File: src/rtl/pll_loop_filter_pkg.sv
// Shared types and saturation helpers for the PLL PI loop filter.
// All arithmetic helpers operate on a 64-bit signed carrier; callers pick the target width.
package pll_loop_filter_pkg;

    typedef enum logic [1:0] {
        IDLE = 2'd0,
        ACC  = 2'd1,
        SUM  = 2'd2,
        OUT  = 2'd3
    } state_t;

    localparam int WIDE_BITS = 64;
    typedef logic signed [WIDE_BITS-1:0] wide_t;

    // Clamp a signed value into the range of a signed 'width'-bit number.
    function automatic wide_t sat_signed(input wide_t value, input int width);
        wide_t max_v;
        wide_t min_v;
        wide_t res;
        max_v = (wide_t'(1) <<< (width - 1)) - wide_t'(1);
        min_v = -(wide_t'(1) <<< (width - 1));
        res   = value;
        if (value > max_v) begin
            res = max_v;
        end else if (value < min_v) begin
            res = min_v;
        end
        return res;
    endfunction

    // Clamp a signed value into [0, 2^width-1].
    function automatic wide_t clamp_unsigned(input wide_t value, input int width);
        wide_t max_v;
        wide_t res;
        max_v = (wide_t'(1) <<< width) - wide_t'(1);
        res   = value;
        if (value < wide_t'(0)) begin
            res = wide_t'(0);
        end else if (value > max_v) begin
            res = max_v;
        end
        return res;
    endfunction

endpackage

File: src/rtl/pll_loop_filter_lock.sv
// Lock detector: counts consecutive small-error updates and saturates at LOCK_COUNT.
// Only instantiated when PLL_LOOP_FILTER_LOCK_DETECT_EN is defined.
module pll_lock_detect #(
    parameter int POSITION_BITS  = 14,
    parameter int LOCK_THRESHOLD = 16,
    parameter int LOCK_COUNT     = 64
) (
    input  logic                            CLK,
    input  logic                            RESET,
    input  logic signed [POSITION_BITS-1:0] i_err,
    input  logic                            i_strobe,
    output logic                            o_locked
);
    localparam int CW = $clog2(LOCK_COUNT + 1);
    localparam logic [CW-1:0]          CNT_MAX = CW'(LOCK_COUNT);
    localparam logic [POSITION_BITS:0] THR     = (POSITION_BITS + 1)'(LOCK_THRESHOLD);

    logic [CW-1:0]                r_count;
    logic signed [POSITION_BITS:0] w_err_ext;
    logic [POSITION_BITS:0]       w_abs;
    logic                         w_in_lock;

    // One extra bit keeps |most-negative| representable, so it compares as large.
    always_comb begin
        w_err_ext = {i_err[POSITION_BITS-1], i_err};
        w_abs     = w_err_ext[POSITION_BITS] ? -w_err_ext : w_err_ext;
        w_in_lock = (w_abs <= THR);
    end

    always_ff @(posedge CLK) begin
        if (RESET) begin
            r_count <= '0;
        end else if (i_strobe) begin
            if (!w_in_lock) begin
                r_count <= '0;
            end else if (r_count != CNT_MAX) begin
                r_count <= r_count + 1'b1;
            end
        end
    end

    assign o_locked = (r_count == CNT_MAX);

endmodule

File: src/rtl/pll_loop_filter.sv
// Digital PI loop filter: phase error -> saturating integrator -> clamped NCO frequency word.
// Optional lock detector enabled with the PLL_LOOP_FILTER_LOCK_DETECT_EN macro.
module pll_loop_filter
    import pll_loop_filter_pkg::*;
#(
    parameter int                   POSITION_BITS  = 14,
    parameter int                   FREQ_BITS      = 32,
    parameter int                   KP_SHIFT       = 8,
    parameter int                   KI_SHIFT       = 2,
    parameter logic [FREQ_BITS-1:0] FREQ_INIT      = 32'h1000_0000,
    parameter int                   LOCK_THRESHOLD = 16,
    parameter int                   LOCK_COUNT     = 64
) (
    input  logic                            CLK,
    input  logic                            RESET,
    input  logic                            CE,
    input  logic signed [POSITION_BITS-1:0] PHASE_DIFFERENCE,
    input  logic                            PHASE_VALID,
    output logic [FREQ_BITS-1:0]            FREQ_WORD,
    output logic                            FREQ_VALID,
    output logic                            SATURATED,
    output logic                            OVERRUN
`ifdef PLL_LOOP_FILTER_LOCK_DETECT_EN
    ,
    output logic                            LOCKED
`endif
);
    localparam int IW = FREQ_BITS + 1;

    state_t                          r_state;
    state_t                          w_state_next;
    logic signed [POSITION_BITS-1:0] r_err;
    logic signed [IW-1:0]            r_integ;
    logic                            r_acc_sat;
    wide_t                           w_acc_sum;
    wide_t                           w_acc_sat;
    wide_t                           w_s;
    wide_t                           w_out;
    logic                            w_out_strobe;

    // SUM uses the integrator value already updated in ACC.
    always_comb begin
        w_acc_sum = wide_t'(r_integ) + (wide_t'(r_err) <<< KI_SHIFT);
        w_acc_sat = sat_signed(w_acc_sum, IW);
        w_s       = wide_t'(FREQ_INIT) + wide_t'(r_integ) + (wide_t'(r_err) <<< KP_SHIFT);
        w_out     = clamp_unsigned(w_s, FREQ_BITS);
    end

    always_comb begin
        w_state_next = r_state;
        if (CE) begin
            unique case (r_state)
                IDLE:    if (PHASE_VALID) w_state_next = ACC;
                ACC:     w_state_next = SUM;
                SUM:     w_state_next = OUT;
                OUT:     w_state_next = IDLE;
                default: w_state_next = IDLE;
            endcase
        end
    end

    // The output register loads on the SUM->OUT edge so FREQ_VALID and FREQ_WORD appear together.
    assign w_out_strobe = CE && (r_state == SUM);

    always_ff @(posedge CLK) begin
        if (RESET) begin
            r_state    <= IDLE;
            r_err      <= '0;
            r_integ    <= '0;
            r_acc_sat  <= 1'b0;
            FREQ_WORD  <= FREQ_INIT;
            FREQ_VALID <= 1'b0;
            SATURATED  <= 1'b0;
            OVERRUN    <= 1'b0;
        end else begin
            r_state    <= w_state_next;
            FREQ_VALID <= w_out_strobe;
            if (CE) begin
                if (PHASE_VALID && (r_state != IDLE)) begin
                    OVERRUN <= 1'b1;
                end
                case (r_state)
                    IDLE: if (PHASE_VALID) r_err <= PHASE_DIFFERENCE;
                    ACC: begin
                        r_integ   <= w_acc_sat[IW-1:0];
                        r_acc_sat <= (w_acc_sat != w_acc_sum);
                    end
                    SUM: begin
                        FREQ_WORD <= w_out[FREQ_BITS-1:0];
                        SATURATED <= r_acc_sat | (w_out != w_s);
                    end
                    default: ;
                endcase
            end
        end
    end

`ifdef PLL_LOOP_FILTER_LOCK_DETECT_EN
    pll_lock_detect #(
        .POSITION_BITS (POSITION_BITS),
        .LOCK_THRESHOLD(LOCK_THRESHOLD),
        .LOCK_COUNT    (LOCK_COUNT)
    ) u_lock (
        .CLK     (CLK),
        .RESET   (RESET),
        .i_err   (r_err),
        .i_strobe(w_out_strobe),
        .o_locked(LOCKED)
    );
`endif

endmodule

File: config.mk
export PLATFORM = sky130hd
export DESIGN_NAME = pll_loop_filter
export DESIGN_NICKNAME = d
export VERILOG_FILES = /design/src/rtl/pll_loop_filter_pkg.sv /design/src/rtl/pll_loop_filter_lock.sv /design/src/rtl/pll_loop_filter.sv
export SDC_FILE = /design/constraint.sdc
export NUM_CORES = 1
export LEC_CHECK = 0
export BUFFER_PORTS_ARGS = -buffer_cell sky130_fd_sc_hd__buf_2
export CAP_MARGIN = 20
export CORE_MARGIN = 2
export CORE_UTILIZATION = 62
export DETAILED_ROUTE_END_ITERATION = 12
export GPL_ROUTABILITY_DRIVEN = 0
export HOLD_SLACK_MARGIN = 0.15
export PLACE_DENSITY = 0.91
export SLEW_MARGIN = 25
export SYNTH_ARGS = -nofsm -noshare
export SYNTH_HDL_FRONTEND = slang
export SYNTH_HIERARCHICAL = 1
export SYNTH_SLANG_ARGS = --single-unit
File: constraint.sdc
create_clock -name CLK -period 4.81 [get_ports CLK]
set_input_delay 1.2025 -clock CLK [delete_from_list [all_inputs] [get_ports CLK]]
set_output_delay 1.2025 -clock CLK [all_outputs]
set_load 0.005 [all_outputs]
==> results of run 1 <==
cell type report:
type | instances | area (µm²)
well taps | 136 | 170.2
repair buffers | 60 | 320.3
multi-input cells | 607 | 4715
flip-flops and latches | 85 | 1702
inverters | 38 | 142.6
clock buffers | 9 | 123.9
fillers | 722 | 3157
clock inverters | 7 | 86.33
layer usage:
layer | vias to the layer above | wire (µm)
li1 | 2895 | -
met1 | 2911 | 7288
met2 | 340 | 8331
met3 | 52 | 1466
met4 | 0 | 604
met5 | - | 0
power by group:
part	internal, µW	switching (µW)
logic	212	315
clock network	253	303
registers	737	36.0
total	1200	653
per-stage QoR:
stage	power, µW	cells	setup WS (ns)
2_1_floorplan	1180	767	0.8308
3_3_place_gp	1269	926	0.6261
3_5_place_dp	1294	926	0.4179
4_1_cts	1842	942	0.3416
5_1_grt	1934	942	0.01435
6_report	1855	942	0.3303
cells in the final DEF, fill, tap and decap left out, drive strengths merged, types with 11 or more instances in the layout:
cell type,n
a211oi,38
a21o,16
a21oi,59
a221o,23
a221oi,14
buf,60
dfxtp,85
fa,11
ha,73
inv,43
maj3,28
nand2,79
nand3,13
nor2,65
o21a,16
o21ai,26
xnor2,28
xor2,18
registers in the layout, summed over array words and instances (netlist names):
| register | count |
|---|---|
| r_integ | 33 |
| FREQ_WORD | 32 |
| r_err | 14 |
| r_state | 2 |
| FREQ_VALID | 1 |
| OVERRUN | 1 |
| SATURATED | 1 |
| r_acc_sat | 1 |
Yosys cell counts (all sizes together), types with 7 or more instances:
| cell | instances | area (µm²) |
|---|---|---|
| nor2b | 7 | 51.30 |
| xor2 | 18 | 157.7 |
| inv | 38 | 142.6 |
| nand2 | 79 | 296.5 |
| nand3 | 13 | 65.06 |
| a211oi | 38 | 345.3 |
| o21a | 16 | 120.1 |
| clkbuf | 25 | 93.84 |
| fa | 11 | 220.2 |
| a31oi | 9 | 71.32 |
| buf | 12 | 66.32 |
| nor2 | 65 | 244.0 |
| maj3 | 28 | 305.3 |
| a221o | 23 | 230.2 |
| ha | 73 | 913.4 |
| o21ai | 26 | 130.1 |
| dfxtp | 85 | 1702 |
| a221oi | 14 | 183.9 |
| xnor2 | 28 | 245.2 |
| a21oi | 59 | 295.3 |
| a21o | 16 | 120.1 |
worst min path at each step:
stage | to | cells after the start | startpoint
CTS | r_integ[0] | 2 | r_integ[0]
finish | FREQ_WORD[22] | 1 | FREQ_WORD[22]
global route | FREQ_WORD[15] | 1 | FREQ_WORD[15]
detailed placement | FREQ_WORD[6] | 1 | FREQ_WORD[6]
global placement | OVERRUN | 2 | OVERRUN
floorplan | r_integ[0] | 2 | r_integ[0]
timing repair:
action                                 4_1_cts  5_1_grt
hold buffers                                 0        0
resized for setup                            0        1
endpoints found under the hold margin        0        0
setup endpoints to repair                    0       23
kinds of logic (layout without fill, tap and decap cells):
group                    Yosys count  after routing  synth area share (%)
AND/OR/NAND/NOR                  208            208                 14.39
buffers and inverters             75            114                 4.513
XOR/XNOR                          46             46                 6.004
AO/OA/AOI/OAI                    240            240                 28.14
multiplexers                       1              1                0.1492
flip-flops                        85             85                 25.36
adder cells (fa/ha/maj)          112            112                 21.44
==> qor.yml, run 1 <==
run_status:
  status: "complete, no violations"
cts:
  cts_root_buf: "clkbuf_8"
  clock_latency_ns: 0.39
  clk_pin_slew_ns: 0.10
  cts.sinks: 85
  cts_setup_buffers: 0
  h-tree-depth: 3
  tritoncts: "built"
  cts_inserted_buffers: 9
  cts_buffer_depth: 2
grt:
  antenna_found_initial: 0
  grt.busiest_layer: "met2"
  grt_use_met3_pct: 3.677
  grt_use_total_pct: 30.82
  grt_pass1_vias: 5913
  grt_max_degree: 54
  overflow: 0
  globalRouteMet2Util_pct: 52.25
  grt_pass1_wl_um: 28760
  grtUsageMet1_pct: 39.02
worst_setup_path:
  cp-endpoint: "FREQ_WORD[31]"
  end_kind: "flip-flop"
  cp.required_ns: 5.05
  max_stage_delay_ns: 0.78
  crit_chain: "inv_1 > fa_1 > inv_1 > a21o_1 > a221oi_2 > o21ai_0 > a21o_1 > a2111oi_2 > o32a_1 > and2_1 > a221oi_1"
  crit_arrival_ns: 4.72
  cp-startpoint: "r_err[13]"
  crit_family: "compound AO/OA/AOI/OAI gates"
  critPathSlowestCell: "dfxtp_1"
  ff2ff_path_depth: 11
  r2r_start: "r_err[13]"
  path_max_fanout: 14
  worstSetupStartpointType: "flip-flop"
  cp.buffers_inverters: 2
  rrSetupSlack_ns: 0.33
  cp.depth: 11
  r2r-end: "FREQ_WORD[31]"
  path_class: "reg2reg"
yosys:
  syn_nets: 869
  synth_ff_type: "dfxtp_1"
  synth_edf_count: 0
  syn-cell-area_mm2: 0.006710
  ys_types: 71
  async_reset_ff_share_pct: 0
  ys_ff_latch: 85
  yosysSeqAreaShare_pct: 25.36
  yosys_warnings: 6
  synth.avg_cell_area_um2: 8.749
  syn_inst: 767
timing:
  setup_tns_ns: 0
  period_minus_slack_ns: 4.480
  clock.fmax_mhz: 223.2
  hold_viol: 0
  setup_violations: 0
  finalCritPeriodShare_pct: 93.13
  drv_slew: 0
  rsz0062_at_grt: "no"
  hold_ws_ns: 0.4891
  slew_headroom_pct: 46.71
  fin_worst_skew_ns: 0.01308
  tightest_slew_ns: 0.7994
power:
  leakagePower_uw: 0.003093
  ir_drop_mv: 0.1689
  power.density_mw_per_mm2: 255.5
job:
  drv_cap: 0
floorplan:
  rows: 37
  die-area_mm2: 0.01167
  start_util_pct: 64.42
  ios: 53
  core_area_mm2: 0.01042
  die_x_um: 108.0
  die_h_um: 108.0
layout:
  utilization_pct: 69.69
  drive_above_1_share_pct: 16.63
  area_growth_pct: 8.186
  fin_nets: 903
  n_antenna_cell: 0
  design_area_mm2: 0.007259
routing:
  drt-pass1-iter-count: 5
  ant_nets: 0
  route.detailed.drc: 0
  wirelength_um: 17690
  wire_per_inst_um: 18.78
  drt_iter0_markers: 566
  vias: 6198
  viasPerCell: 6.580
place:
  dp_hpwl_um: 13040
  port_buffers: 52
  dpl-instance-area_mm2: 0.007042
hold_path:
  min_path_type: "reg2reg"
No activity file was read; power rests on OpenSTA's default activity.
==> run 2: changes to the inputs <==
- ABC_AREA: unset -> 1
==> run 2 against run 1 <==
- global-route usage is 0.97 points higher
- worst hold slack worse by 0.028 ns
- largest cell class unchanged
- cell area is 9.4% higher
- clock power is 30% higher
- critical path type unchanged
- the flow now finishes with violations (design-rule violations)
- largest power group unchanged
- combinational power is 15% higher
- maximum frequency is 19% higher
- synthesized cell count is 45% higher
- area after synthesis is 9.8% higher
- sequential cell count stayed put
==> qor.yml, run 2 <==
routing:
  ant_nets: 0  # unchanged
  viasPerCell: 5.852  # was 6.580
  drt-pass1-iter-count: 9  # was 5
  route.detailed.drc: 4  # was 0
  wire_per_inst_um: 15.64  # was 18.78 µm
  wirelength_um: 20300  # was 17690 µm
  vias: 7596  # was 6198
  drt_iter0_markers: 827  # was 566
cts:
  cts_setup_buffers: 0  # unchanged
  cts_buffer_depth: 2  # unchanged
  clk_pin_slew_ns: 0.07  # was 0.10 ns
  cts.sinks: 85  # unchanged
  cts.repair.resized: 0  # unchanged
  h-tree-depth: 3  # unchanged
  cts_root_buf: "clkbuf_16"  # was clkbuf_8
  hold_buffers: 0  # unchanged
  cts_inserted_buffers: 9  # unchanged
  clock_latency_ns: 0.35  # was 0.39 ns
  tritoncts: "built"  # unchanged
worst_setup_path:
  max_stage_delay_ns: 0.80  # was 0.78 ns
  crit_chain: "inv_1 > fa_1 > inv_1 > a21oi_1 > o21bai_1 > a21oi_1 > a31oi_1 > nor2_4 > nand2_1 > a21oi_1"  # was inv_1 > fa_1 > inv_1 > a21o_1 > a221oi_2 > o21ai_0 > a21o_1 > a2111oi_2 > o32a_1 > and2_1 > a221oi_1
  cp.buffers_inverters: 2  # unchanged
  worstSetupStartpointType: "flip-flop"  # unchanged
  crit_arrival_ns: 4.06  # was 4.72 ns
  cp.depth: 10  # was 11
  path_max_fanout: 32  # was 14
  critPathSlowestCell: "fa_1"  # was dfxtp_1
  path_class: "reg2reg"  # unchanged
  end_kind: "flip-flop"  # unchanged
  cp-startpoint: "r_err[13]"  # unchanged
  r2r_start: "r_err[13]"  # unchanged
  ff2ff_path_depth: 10  # was 11
  cp.required_ns: 5.09  # was 5.05 ns
  crit_top_cell: "a21oi_1"
  crit_family: "compound AO/OA/AOI/OAI gates"  # unchanged
yosys:
  syn_inst: 1112  # was 767
  ys_top_cells_by_count: "nand2_1, inv_1, a21oi_1"  # was dfxtp_1, nand2_1, ha_1
  ys_types: 43  # was 71
  synth_area_leaders: "dfxtp_1, nand2_1, ha_1, inv_1, a21oi_1"  # was dfxtp_1, ha_1, nand2_1, a21oi_1, xnor2_1
  yosys_warnings: 6  # unchanged
  synth.avg_cell_area_um2: 6.628  # was 8.749 µm²
  yosysMostFrequentCell: "nand2_1"  # was dfxtp_1
  async_reset_ff_share_pct: 0  # unchanged
  synth_ff_type: "dfxtp_1"  # unchanged
  synth_top_area_cell: "dfxtp_1"  # unchanged
  syn_nets: 1214  # was 869
  syn-cell-area_mm2: 0.007371  # was 0.006710 mm²
  ys_ff_latch: 85  # unchanged
  synth_edf_count: 0  # unchanged
  yosysSeqAreaShare_pct: 23.09  # was 25.36%
  yosysTopAreaCellShare_pct: 23.09  # was 25.36%
floorplan:
  ios: 53  # unchanged
  die-area_mm2: 0.01278  # was 0.01167 mm²
  rows: 39  # was 37
  die_h_um: 113.0  # was 108.0 µm
  core_area_mm2: 0.01152  # was 0.01042 mm²
  start_util_pct: 64.00  # was 64.42%
  die_x_um: 113.0  # was 108.0 µm
hold_path:
  hold_path.startpoint: "FREQ_WORD[26]"  # was FREQ_WORD[22]
  hold_depth: 2  # was 1
  min_path_type: "reg2reg"  # unchanged
place:
  dpl-instance-area_mm2: 0.007644  # was 0.007042 mm²
  port_buffers: 52  # unchanged
  place_inst: 1283  # was 926
  dp_hpwl_um: 15380  # was 13040 µm
grt:
  overflow: 0  # unchanged
  grt_use_total_pct: 31.79  # was 30.82%
  grt_pass1_wl_um: 33280  # was 28760 µm
  grt_max_degree: 39  # was 54
  grt_pass1_vias: 7144  # was 5913
  antenna_found_initial: 0  # unchanged
power:
  clkPwrFrac_pct: 34.0  # was 30.0%
  ir_drop_mv: 0.1698  # was 0.1689 mV
  power.density_mw_per_mm2: 267.8  # was 255.5 mW/mm²
  cell_internal_pwr_uw: 1363  # was 1202 µW
  swShare_pct: 35.89  # was 35.22%
  p_switching_uw: 763.1  # was 653.3 µW
  leakagePower_uw: 0.003938  # was 0.003093 µW
  comb_power_share_pct: 28.5  # was 28.4%
  pwr-share-seq_pct: 37.4  # was 41.7%
layout:
  fin_cells: 1298  # was 942
  fin_nets: 1253  # was 903
  utilization_pct: 68.95  # was 69.69%
  design_area_mm2: 0.007940  # was 0.007259 mm²
  n_antenna_cell: 0  # unchanged
  largest_reg_flops: 33  # unchanged
  reg_top3: "r_integ: 33 flops, FREQ_WORD: 32 flops, r_err: 14 flops"  # unchanged
  final_cell_mix: "nand2_1, inv_1, a21oi_1"  # was dfxtp_1, nand2_1, ha_1
  regMostFlops: "r_integ"  # unchanged
  drive_above_1_share_pct: 12.12  # was 16.63%
  final_common_cell: "nand2_1"  # was dfxtp_1
  area_growth_pct: 7.724  # was 8.186%
run_status:
  status: "complete, but fails checks"  # was complete, no violations
  failed_checks: "design-rule violations"
timing:
  rsz0062_at_grt: "no"  # unchanged
  clock.fmax_mhz: 264.8  # was 223.2 MHz
  hold_ws_ns: 0.4606  # was 0.4891 ns
  finalCritPeriodShare_pct: 78.53  # was 93.13%
  drv_slew: 0  # unchanged
  fin_worst_skew_ns: 0.01337  # was 0.01308 ns
  setup_tns_ns: 0  # unchanged
  hold_viol: 0  # unchanged
  period_minus_slack_ns: 3.777  # was 4.480 ns
  slew_headroom_pct: 39.58  # was 46.71%
  tightest_slew_ns: 0.9054  # was 0.7994 ns
  setup_violations: 0  # unchanged
job:
  drv_cap: 0  # unchanged
run 2: changes by cell type after synthesis, moves of 12 or more:
| cell | before | now |
|---|---|---|
| inv_1 | 38 | 130 |
| a221o_1 | 23 | 0 |
| a21o_1 | 16 | 1 |
| a21oi_1 | 59 | 97 |
| maj3_2 | 20 | 0 |
| o21a_1 | 16 | 2 |
| nand2_2 | 0 | 13 |
| a21oi_2 | 0 | 33 |
| nand3_1 | 13 | 48 |
| nand2_1 | 79 | 336 |
| o21ai_0 | 22 | 67 |
| xnor2_1 | 28 | 15 |
| a211oi_1 | 26 | 1 |
| a211oi_2 | 12 | 0 |
run 2: layout make-up:
class                   count  area (µm²)
clock inverters             6       71.32
repair buffers             59       312.8
clock buffers               9       225.2
inverters                 133       499.2
fillers                   927        3576
multi-input cells         863        4951
well taps                 143       178.9
flip-flops and latches     85        1702
run 2: through the flow:
stage	worst slack [ns]	power [µW]
2_1_floorplan	1.604	1269
3_3_place_gp	1.299	1373
3_5_place_dp	1.168	1392
4_1_cts	1.087	2108
5_1_grt	0.7114	2218
6_report	1.033	2126
run 2: tightest hold or removal path, stage by stage (launching register included):
cell	delay, ns
dfxtp_1	0.30
nand2_1	0.06
a21oi_1	0.05
run 2: worst paths after layout:
kind | end | slack (ns)
min reg2reg | FREQ_WORD[26] | 0.46
max reg2reg | FREQ_WORD[2] | 1.03
min | FREQ_WORD[26] | 0.46
max | FREQ_WORD[2] | 1.03
run 2: per-layer routing:
layer	track usage (%)	wire, µm	part of all wire, %	vias up
met5	0	0	0	-
met4	13.09	728	3.6	0
met3	4.446	1896	9.3	75
met2	52.65	9286	46	393
met1	41.77	8388	41	3451
li1	-	-	-	3677
run 2: kinds of logic (layout without fill, tap and decap cells):
| kind of cell | count (synthesis) | after routing | share of synthesized area [%] |
|---|---|---|---|
| adders and majority gates | 84 | 84 | 15.38 |
| AOI/OAI and AO/OA | 224 | 224 | 17.87 |
| xor gates and xnor gates | 35 | 35 | 4.159 |
| buffers and inverters | 164 | 207 | 9.744 |
| and+or+nand+nor | 520 | 520 | 29.76 |
| DFF | 85 | 85 | 23.09 |
run 2: power by group through the flow:
stage               logic, µW  registers, µW  clock network [µW]
finish                    607            796                 723
global route              674            798                 746
CTS                       597            793                 718
detailed placement        584            808                   0
global placement          567            806                   0
floorplan                 474            795                   0
